`src/rtl/phase_timer.sv`:
```
// -----------------------------------------------------------------------------
// phase_timer
//   Countdown timer for one signal phase. A load starts (or restarts) a phase
//   of loadTime seconds; a prescaler divides clk down to one-second ticks and
//   timeLeft counts down on each tick. hold freezes the countdown, and
//   phaseDone pulses for one cycle when the phase expires.
//
//   Optional feature: define PHASE_TIMER_EXTEND_EN to let extend add
//   EXTEND_SEC seconds (saturating at 127) to a running or held phase.
//   Without the macro the extend port is present but has no effect.
//
// Parameters
//   CLK_PER_SEC : clock cycles per one-second tick (1..2^24)
//   EXTEND_SEC  : seconds added per extend pulse (1..127)
//
// Ports
//   clk       in   1  rising-edge clock
//   resetN    in   1  asynchronous active-low reset
//   loadTime  in   7  phase duration in seconds
//   load      in   1  start/restart the phase with loadTime
//   hold      in   1  freeze the countdown while high
//   extend    in   1  add EXTEND_SEC to the running phase (macro build only)
//   timeLeft  out  7  seconds remaining (register)
//   busy      out  1  high while the phase is running or held (register)
//   phaseDone out  1  one-cycle expiry pulse (register)
// -----------------------------------------------------------------------------
module phase_timer #(
  parameter int unsigned CLK_PER_SEC = 10,
  parameter int unsigned EXTEND_SEC  = 5
) (
  input  logic       clk,
  input  logic       resetN,
  input  logic [6:0] loadTime,
  input  logic       load,
  input  logic       hold,
  input  logic       extend,
  output logic [6:0] timeLeft,
  output logic       busy,
  output logic       phaseDone
);

  // Prescaler wide enough to hold CLK_PER_SEC-1; at least one bit.
  localparam int unsigned PW = (CLK_PER_SEC > 1) ? $clog2(CLK_PER_SEC) : 1;

  typedef enum logic [1:0] {
    IDLE = 2'd0,
    RUN  = 2'd1,
    HOLD = 2'd2,
    DONE = 2'd3
  } state_t;

  state_t          state_q, state_d;
  logic [6:0]      time_q, time_d;
  logic [PW-1:0]   presc_q, presc_d;
  logic            busy_q, busy_d;
  logic            done_q, done_d;

  logic            wrap_s;
  logic            dec_s;
  logic [6:0]      base_s;
  logic            expire_s;

`ifdef PHASE_TIMER_EXTEND_EN
  // Add EXTEND_SEC seconds, clamping at the 7-bit maximum.
  function automatic logic [6:0] sat_add_f(input logic [6:0] a);
    logic [7:0] s;
    s = {1'b0, a} + 8'(EXTEND_SEC);
    if (s > 8'd127) begin
      return 7'd127;
    end else begin
      return s[6:0];
    end
  endfunction
`else
  // Extend is a no-op in this build; keep its inputs visibly consumed.
  logic unused_extend_s;
  assign unused_extend_s = ^{extend, 8'(EXTEND_SEC)};
`endif

  assign wrap_s = (presc_q == PW'(CLK_PER_SEC - 1));

  // Next-state logic: load first, then countdown/hold/extend while active.
  always_comb begin
    state_d  = state_q;
    time_d   = time_q;
    presc_d  = presc_q;
    dec_s    = 1'b0;
    base_s   = time_q;
    expire_s = 1'b0;

    if (load) begin
      presc_d = '0;
      if (loadTime != 7'd0) begin
        state_d = RUN;
        time_d  = loadTime;
      end else begin
        state_d = DONE;
        time_d  = 7'd0;
      end
    end else begin
      case (state_q)
        RUN, HOLD: begin
          // Counting depends only on hold, so a phase held for N cycles
          // expires exactly N cycles late.
          if (!hold) begin
            if (wrap_s) begin
              presc_d = '0;
              dec_s   = 1'b1;
            end else begin
              presc_d = presc_q + PW'(1);
            end
          end else begin
            presc_d = presc_q;
          end

          if (dec_s) begin
            base_s = time_q - 7'd1;
          end else begin
            base_s = time_q;
          end

`ifdef PHASE_TIMER_EXTEND_EN
          // An extend landing on the final decrement revives the phase.
          if (extend) begin
            time_d   = sat_add_f(base_s);
            expire_s = 1'b0;
          end else begin
            time_d   = base_s;
            expire_s = dec_s && (time_q == 7'd1);
          end
`else
          time_d   = base_s;
          expire_s = dec_s && (time_q == 7'd1);
`endif

          if (expire_s) begin
            state_d = DONE;
          end else if (hold) begin
            state_d = HOLD;
          end else begin
            state_d = RUN;
          end
        end
        DONE: begin
          state_d = IDLE;
        end
        IDLE: begin
          state_d = IDLE;
        end
        default: begin
          state_d = IDLE;
          time_d  = 7'd0;
          presc_d = '0;
        end
      endcase
    end

    busy_d = (state_d == RUN) || (state_d == HOLD);
    done_d = (state_d == DONE);
  end

  // State, counters and registered outputs; reset clears everything at once.
  always_ff @(posedge clk or negedge resetN) begin
    if (!resetN) begin
      state_q <= IDLE;
      time_q  <= 7'd0;
      presc_q <= '0;
      busy_q  <= 1'b0;
      done_q  <= 1'b0;
    end else begin
      state_q <= state_d;
      time_q  <= time_d;
      presc_q <= presc_d;
      busy_q  <= busy_d;
      done_q  <= done_d;
    end
  end

  assign timeLeft  = time_q;
  assign busy      = busy_q;
  assign phaseDone = done_q;

endmodule

```
`config.mk`:
```
export PLATFORM = sky130hd
export DESIGN_NAME = phase_timer
export DESIGN_NICKNAME = d
export VERILOG_FILES = /design/src/rtl/phase_timer.sv
export SDC_FILE = /design/constraint.sdc
export NUM_CORES = 1
export LEC_CHECK = 0
export ABC_CLOCK_PERIOD_IN_PS = 3600
export BUFFER_PORTS_ARGS = -buffer_cell sky130_fd_sc_hd__buf_2
export CAP_MARGIN = 15
export CORE_UTILIZATION = 45
export CTS_CLUSTER_SIZE = 28
export DETAILED_ROUTE_END_ITERATION = 12
export GPL_ROUTABILITY_DRIVEN = 0
export GPL_TIMING_DRIVEN = 0
export PLACE_DENSITY = 0.71
export SLEW_MARGIN = 5
export SYNTH_ARGS = -nofsm -noshare
export SYNTH_HDL_FRONTEND = slang
export SYNTH_SLANG_ARGS = --single-unit
```
`constraint.sdc`:
```
create_clock -name clk -period 3.6 [get_ports clk]
set_clock_uncertainty 0.15 [all_clocks]
set_input_delay 0.72 -clock clk [delete_from_list [all_inputs] [get_ports clk]]
set_output_delay 0.72 -clock clk [all_outputs]
set_load 0.02 [all_outputs]
```
# ---- Yosys cells after proc, flatten, opt, wreduce, memory -nomap -nowiden
# Index checks and enable logic that the tools add are counted.
dict set report op_classes {
  n_addsub 2
  eq_ne 9
  n_mux 17
  reduce_logical 10
}
# cell count
set ops {}
lappend ops {{7-bit 2-to-1 mux} 4}
lappend ops {{4-bit 2-to-1 mux} 4}
lappend ops {{2-bit equality test (second input constant)} 4}
lappend ops {{2-bit 2-to-1 mux} 4}
lappend ops {{7-bit by 1-bit equality test with 1-bit output (second input constant)} 1}
lappend ops {{7-bit nonzero test} 1}
lappend ops {{7-bit by 1-bit subtractor with 7-bit output (second input constant)} 1}
lappend ops {{4-bit by 1-bit adder with 4-bit output (second input constant)} 1}
lappend ops {{2-bit by 1-bit equality test with 1-bit output (second input constant)} 2}
lappend ops {{4-bit equality test (second input constant)} 1}
lappend ops {{1-bit 2-to-1 mux} 4}
lappend ops {{2-bit one-hot mux with 2 select lines} 1}
lappend ops {{2-bit AND reduction} 2}
lappend ops {{2-bit nonzero test} 2}
lappend ops {{2-bit OR reduction} 2}
lappend ops {{2-bit zero test} 1}
lappend ops {{2-bit != test (second input constant)} 1}
lappend ops {{1-bit logical AND} 1}
lappend ops {{1-bit logical OR} 1}
dict set report word_totals {
  reg_bits 15
  in_bits 12
  wordCells 43
}

# ---- Longest topological paths before layout
dict set report logic_depth {
  word_depth 11
  mapped_depth 7
  mapped_depth_nobuf 7
}

# ---- Worst setup path before layout
# No wires, ideal clock.
dict set report synth_path {
  kind {reg2reg}
  start {reg time_q[4] (netlist: timeLeft[4])}
  end {reg busy_q (netlist: busy)}
  setup_ns 0.126
  t_arrival_ns 1.730
  required_time_ns 3.324
  setup_slack_ns 1.594
  stages_incl_launch_ff 6
  synth_period_minus_slack_ns 2.006
  path_cell_list {dfrtp_1 > or4_4 > nor2_1 > a31oi_1 > o31ai_1 > ha_1}
}
dict set report synth_via {
  elab_chain_len 7
  elab_cells_between_ends 8
  cone_classes {eq/ne: 3; mux: 3; reduce/logical: 2}
}
# element line
set synth_lines {}
lappend synth_lines {{start: declaration} 53} ;# logic [6:0] time_q, time_d;
lappend synth_lines {{start signal: assignment} 172} ;# time_q <= time_d;
lappend synth_lines {{7-bit by 1-bit equality test with 1-bit output (*)} 133} ;# expire_s = dec_s && (time_q == 7'd1);
lappend synth_lines {{1-bit logical AND (*)} 133}
lappend synth_lines {{2-bit 2-to-1 mux (*)} 136} ;# if (expire_s) begin
lappend synth_lines {{2-bit one-hot mux with 2 select lines (*)} 101} ;# case (state_q)
lappend synth_lines {{2-bit 2-to-1 mux (*)} 91} ;# if (load) begin
lappend synth_lines {{2-bit by 1-bit equality test with 1-bit output or 2-bit equality test (tied branches)} 158} ;# busy_d = (state_d == RUN) || (state_d == HOLD);
lappend synth_lines {{1-bit logical OR (*)} 158}
lappend synth_lines {{net busy_d} 55} ;# logic busy_q, busy_d;
lappend synth_lines {{end signal: assignment} 174} ;# busy_q <= busy_d;
lappend synth_lines {{end: declaration} 55}
# Mark *: on every way through the listed nets, which the timed path passes. The rest lies on a longest branch.
# A chain may end at the register's enable or synchronous reset.

# ---- Final worst setup path
dict set report layout_path {
  start {reg presc_q[1]}
  end {reg time_q[5] (netlist: timeLeft[5])}
}
dict set report layout_via {
  elab_chain_len 7
}
# element line
set layout_lines {}
lappend layout_lines {{start: declaration} 54} ;# logic [PW-1:0] presc_q, presc_d;
lappend layout_lines {{start signal: assignment} 173} ;# presc_q <= presc_d;
lappend layout_lines {{4-bit equality test} 80} ;# assign wrap_s = (presc_q == PW'(CLK_PER_SEC - 1));
lappend layout_lines {{1-bit 2-to-1 mux} 106} ;# if (wrap_s) begin
lappend layout_lines {{1-bit 2-to-1 mux} 105} ;# if (!hold) begin
lappend layout_lines {{1-bit 2-to-1 mux} 101}
lappend layout_lines {{1-bit 2-to-1 mux} 91}
lappend layout_lines {{2-bit nonzero test (no source line)} --}
lappend layout_lines {{2-bit AND reduction (no source line)} --}
# No other way between the ends. The select of a mux whose other input is x is not followed.

==> impl_metrics.csv <==
group,metric,value,unit
synth,async_flop_share,100,%
detailed_routing,drt-total-wl,1740,µm
layout,antenna_cells,0,
global_routing,grt_pass1_vias,681,
layout,stdcell_area,0.00104,mm²
layout,n_fill_cell,174,
timing,setup_tns,0,ns
power,static-leakage-power,0.456,nW
synth,synthTopCellsByArea,"dfrtp_1 42%, ha_1 7.1%, xnor2_1 5.0%",
worst_hold_path,min_path_type,"input port to async pin",
synth,synth_top_area_share,42.5,%
timing,drv_slew,0,
clocking,clockBufferDepth,2,
outcome,outcome,"finished clean",
critical_path,end_kind,"flop",
critical_path,crit_family,"simple AND/OR/NAND/NOR gates",
synth,avgSynthCellArea,10.0,µm²
critical_path,critPathBufInv,1,
floorplanning,die_x,46.3,µm
layout,drive_gt1_share,27.0,%
placement,hpwl,1330,µm
synth,syn-cell-area,883,µm²
placement,dpl_cell_area,0.00101,mm²
floorplanning,core,0.00178,mm²
clocking,cts_tree,"done",
critical_path,arrival,2.07,ns
synth,synth_top_area_cell,"dfrtp_1",
detailed_routing,ant_nets,0,
critical_path,slowest_delay,0.51,ns
detailed_routing,drcViolationCount,0,
global_routing,grt_max_degree,16,
timing,setup_viol,0,
synth,yosysSeqAreaShare,42.5,%
layout,nets,129,
critical_path,slowest_stage,"nor3_1",
detailed_routing,drt_first_pass_iters,3,
floorplanning,ios,21,
floorplanning,std_cell_rows,15,
synth,yosysWarnings,0,
global_routing,grt_overflow,0,
clocking,clkTransAtPathRegs,0.08,ns
clocking,cts_sinks,15,
layout,syn_to_final_growth,17.3,%
synth,ys_ff_latch,15,
detailed_routing,avgViaCountPerCell,5.40,
floorplanning,die_area,0.00214,mm²
synth,ys.flop_type,"dfrtp_1",
critical_path,crit_fanout,5,
synth,synth_edf_count,0,
timing,worst_slew_pin_slew,0.549,ns
synth,syn_inst,88,
flow_run,maxCapViolCount,0,
synth,ys_types,34,
clocking,cts_buffers,3,
timing,period_needed,2.05,ns
timing,fin_crit_sh,57.0,%
timing,grt_setup_unrepaired,"no",
critical_path,worstSetupPathType,"flop to flop",
global_routing,grt.total_usage,19.7,%
timing,slew_headroom,63.1,%
critical_path,worstPathCellList,"inv_1 -> ha_1 -> nand3b_1 -> nor3_1 -> a31oi_1 -> o31a_1",
detailed_routing,wire_per_inst,12.8,µm
floorplanning,die_y,46.3,µm
critical_path,critPathLaunchType,"flop",
global_routing,antenna_found_initial,0,
clocking,htreeDepth,1,
clocking,clk_latency,0.28,ns
clocking,cts_setup_buffers,0,
critical_path,required,3.62,ns
power,cellPowerDensity,365,mW/mm²
clocking,cts-root-buf,"clkbuf_4",
floorplanning,initial_core_util,49.5,%
clocking,ctsResizeCount,0,
detailed_routing,vias,734,
synth,synthesis.nets,105,
power,peakVddDrop,0.216,mV
timing,finalHoldViolations,0,
timing,timing.fmax,487,MHz
detailed_routing,first_iter_violations,10,
clocking,cts_hold_buf,0,
placement,io_buffer_count,19,
global_routing,grt_pass1_wl,2950,µm
## layer usage
layer / vias up / track usage [%] / routed length, µm
li1: 360 / - / -
met1: 356 / 25.5 / 799
met2: 16 / 32.2 / 863
met3: 2 / 3.92 / 69
met4: 0 / 7.06 / 10
met5: - / 0 / 0
## power by group
group | total (W) | switching (W) | internal (W) | leakage [nW]
registers | 0.000194 | 0.0000124 | 0.000182 | 0.187
logic | 0.0000896 | 0.0000529 | 0.0000367 | 0.254
clock network | 0.0000937 | 0.0000507 | 0.0000430 | 0.0150
total | 0.000378 | 0.000116 | 0.000262 | 0.456
## synth_stat cells, types with 3 or more instances
library cell,count
a21oi_1,3
dfrtp_1,15
ha_1,5
inv_1,5
nand2_1,6
nor2_1,9
nor3_1,4
nor4_1,4
o21ai_0,3
xnor2_1,5
## flip-flops by register name, summed over array words and instances (netlist names)
signal     flops
busy           1
phaseDone      1
presc_q        4
state_q        2
timeLeft       7
## worst reg2reg max path: cells and delay by family (launching register included)
kind,cells,cell delay (ns)
DFF,1,0.41
adders and majority gates,1,0.18
buffers and inverters,1,0.07
AOI/OAI and AO/OA,2,0.46
and+or+nand+nor,2,0.68
## cells by family after synthesis
kind of cell	count (synthesis)	synth area share, %
buffers and inverters	9	6.23
XOR/XNOR	6	5.95
AND/OR/NAND/NOR	37	25.2
adder cells (fa/ha/maj)	5	7.08
flip-flops	15	42.5
AO/OA/AOI/OAI	13	9.35
multiplexers	3	3.68
## stage by stage
stage	utilization (%)	hold WS, ns	std cells	worst slack [ns]	power (W)
floorplan	-	0.274	88	1.59	0.000256
global placement	56.6	0.366	132	1.60	0.000286
detailed placement	56.6	0.376	132	1.56	0.000288
CTS	58.1	0.187	136	1.56	0.000384
global route	58.1	0.186	136	1.45	0.000405
finish	58.1	0.181	136	1.55	0.000378
## cells in the final DEF (no fill, tap or decap)
cell type	synthesis	layout
a211oi_1	1	1
a21oi_1	3	3
a31oi_1	2	2
and3b_1	1	1
and4_1	1	1
buf_2	0	19
buf_4	1	1
buf_6	1	1
clkbuf_1	1	2
clkbuf_4	0	3
clkbuf_8	1	1
dfrtp_1	15	15
ha_1	5	5
inv_1	5	5
mux2_2	2	2
mux2i_1	1	1
nand2_1	6	6
nand2b_1	2	2
nand3_1	1	1
nand3b_1	1	1
nand4b_1	1	1
nor2_1	9	9
nor3_1	4	4
nor3b_1	1	1
nor4_1	4	4
nor4_4	1	1
nor4b_1	2	2
o21ai_0	3	3
o311ai_0	1	1
o31a_1	1	1
o31ai_1	2	2
or2_2	1	1
or3_1	1	1
or4_4	1	1
xnor2_1	5	5
xor2_1	1	1
## worst paths after layout
| kind | from | endpoint | slack, ns | depth (start not counted) |
|---|---|---|---|---|
| max | presc_q[1] | timeLeft[5] | 1.55 | 6 |
| min | resetN | state_q[0] | 0.18 | 1 |
| max reg2reg | presc_q[1] | timeLeft[5] | 1.55 | 6 |
| min reg2reg | presc_q[3] | presc_q[3] | 0.39 | 1 |
| max in group asynchronous | resetN | presc_q[2] | 2.87 | 1 |
| min in group clk | presc_q[3] | presc_q[3] | 0.39 | 1 |
## area by class of cell
| class | count | area [µm²] | share of cell area [%] |
|---|---|---|---|
| Timing Repair Buffer | 19 | 95.1 | 9.18 |
| Tap cell | 25 | 31.3 | 3.02 |
| Buffer | 4 | 36.3 | 3.50 |
| Clock buffer | 4 | 26.3 | 2.54 |
| Multi-Input combinational cell | 64 | 453 | 43.7 |
| Sequential cell | 15 | 375 | 36.2 |
| Inverter | 5 | 18.8 | 1.81 |
(Power assumes the default switching activity.)
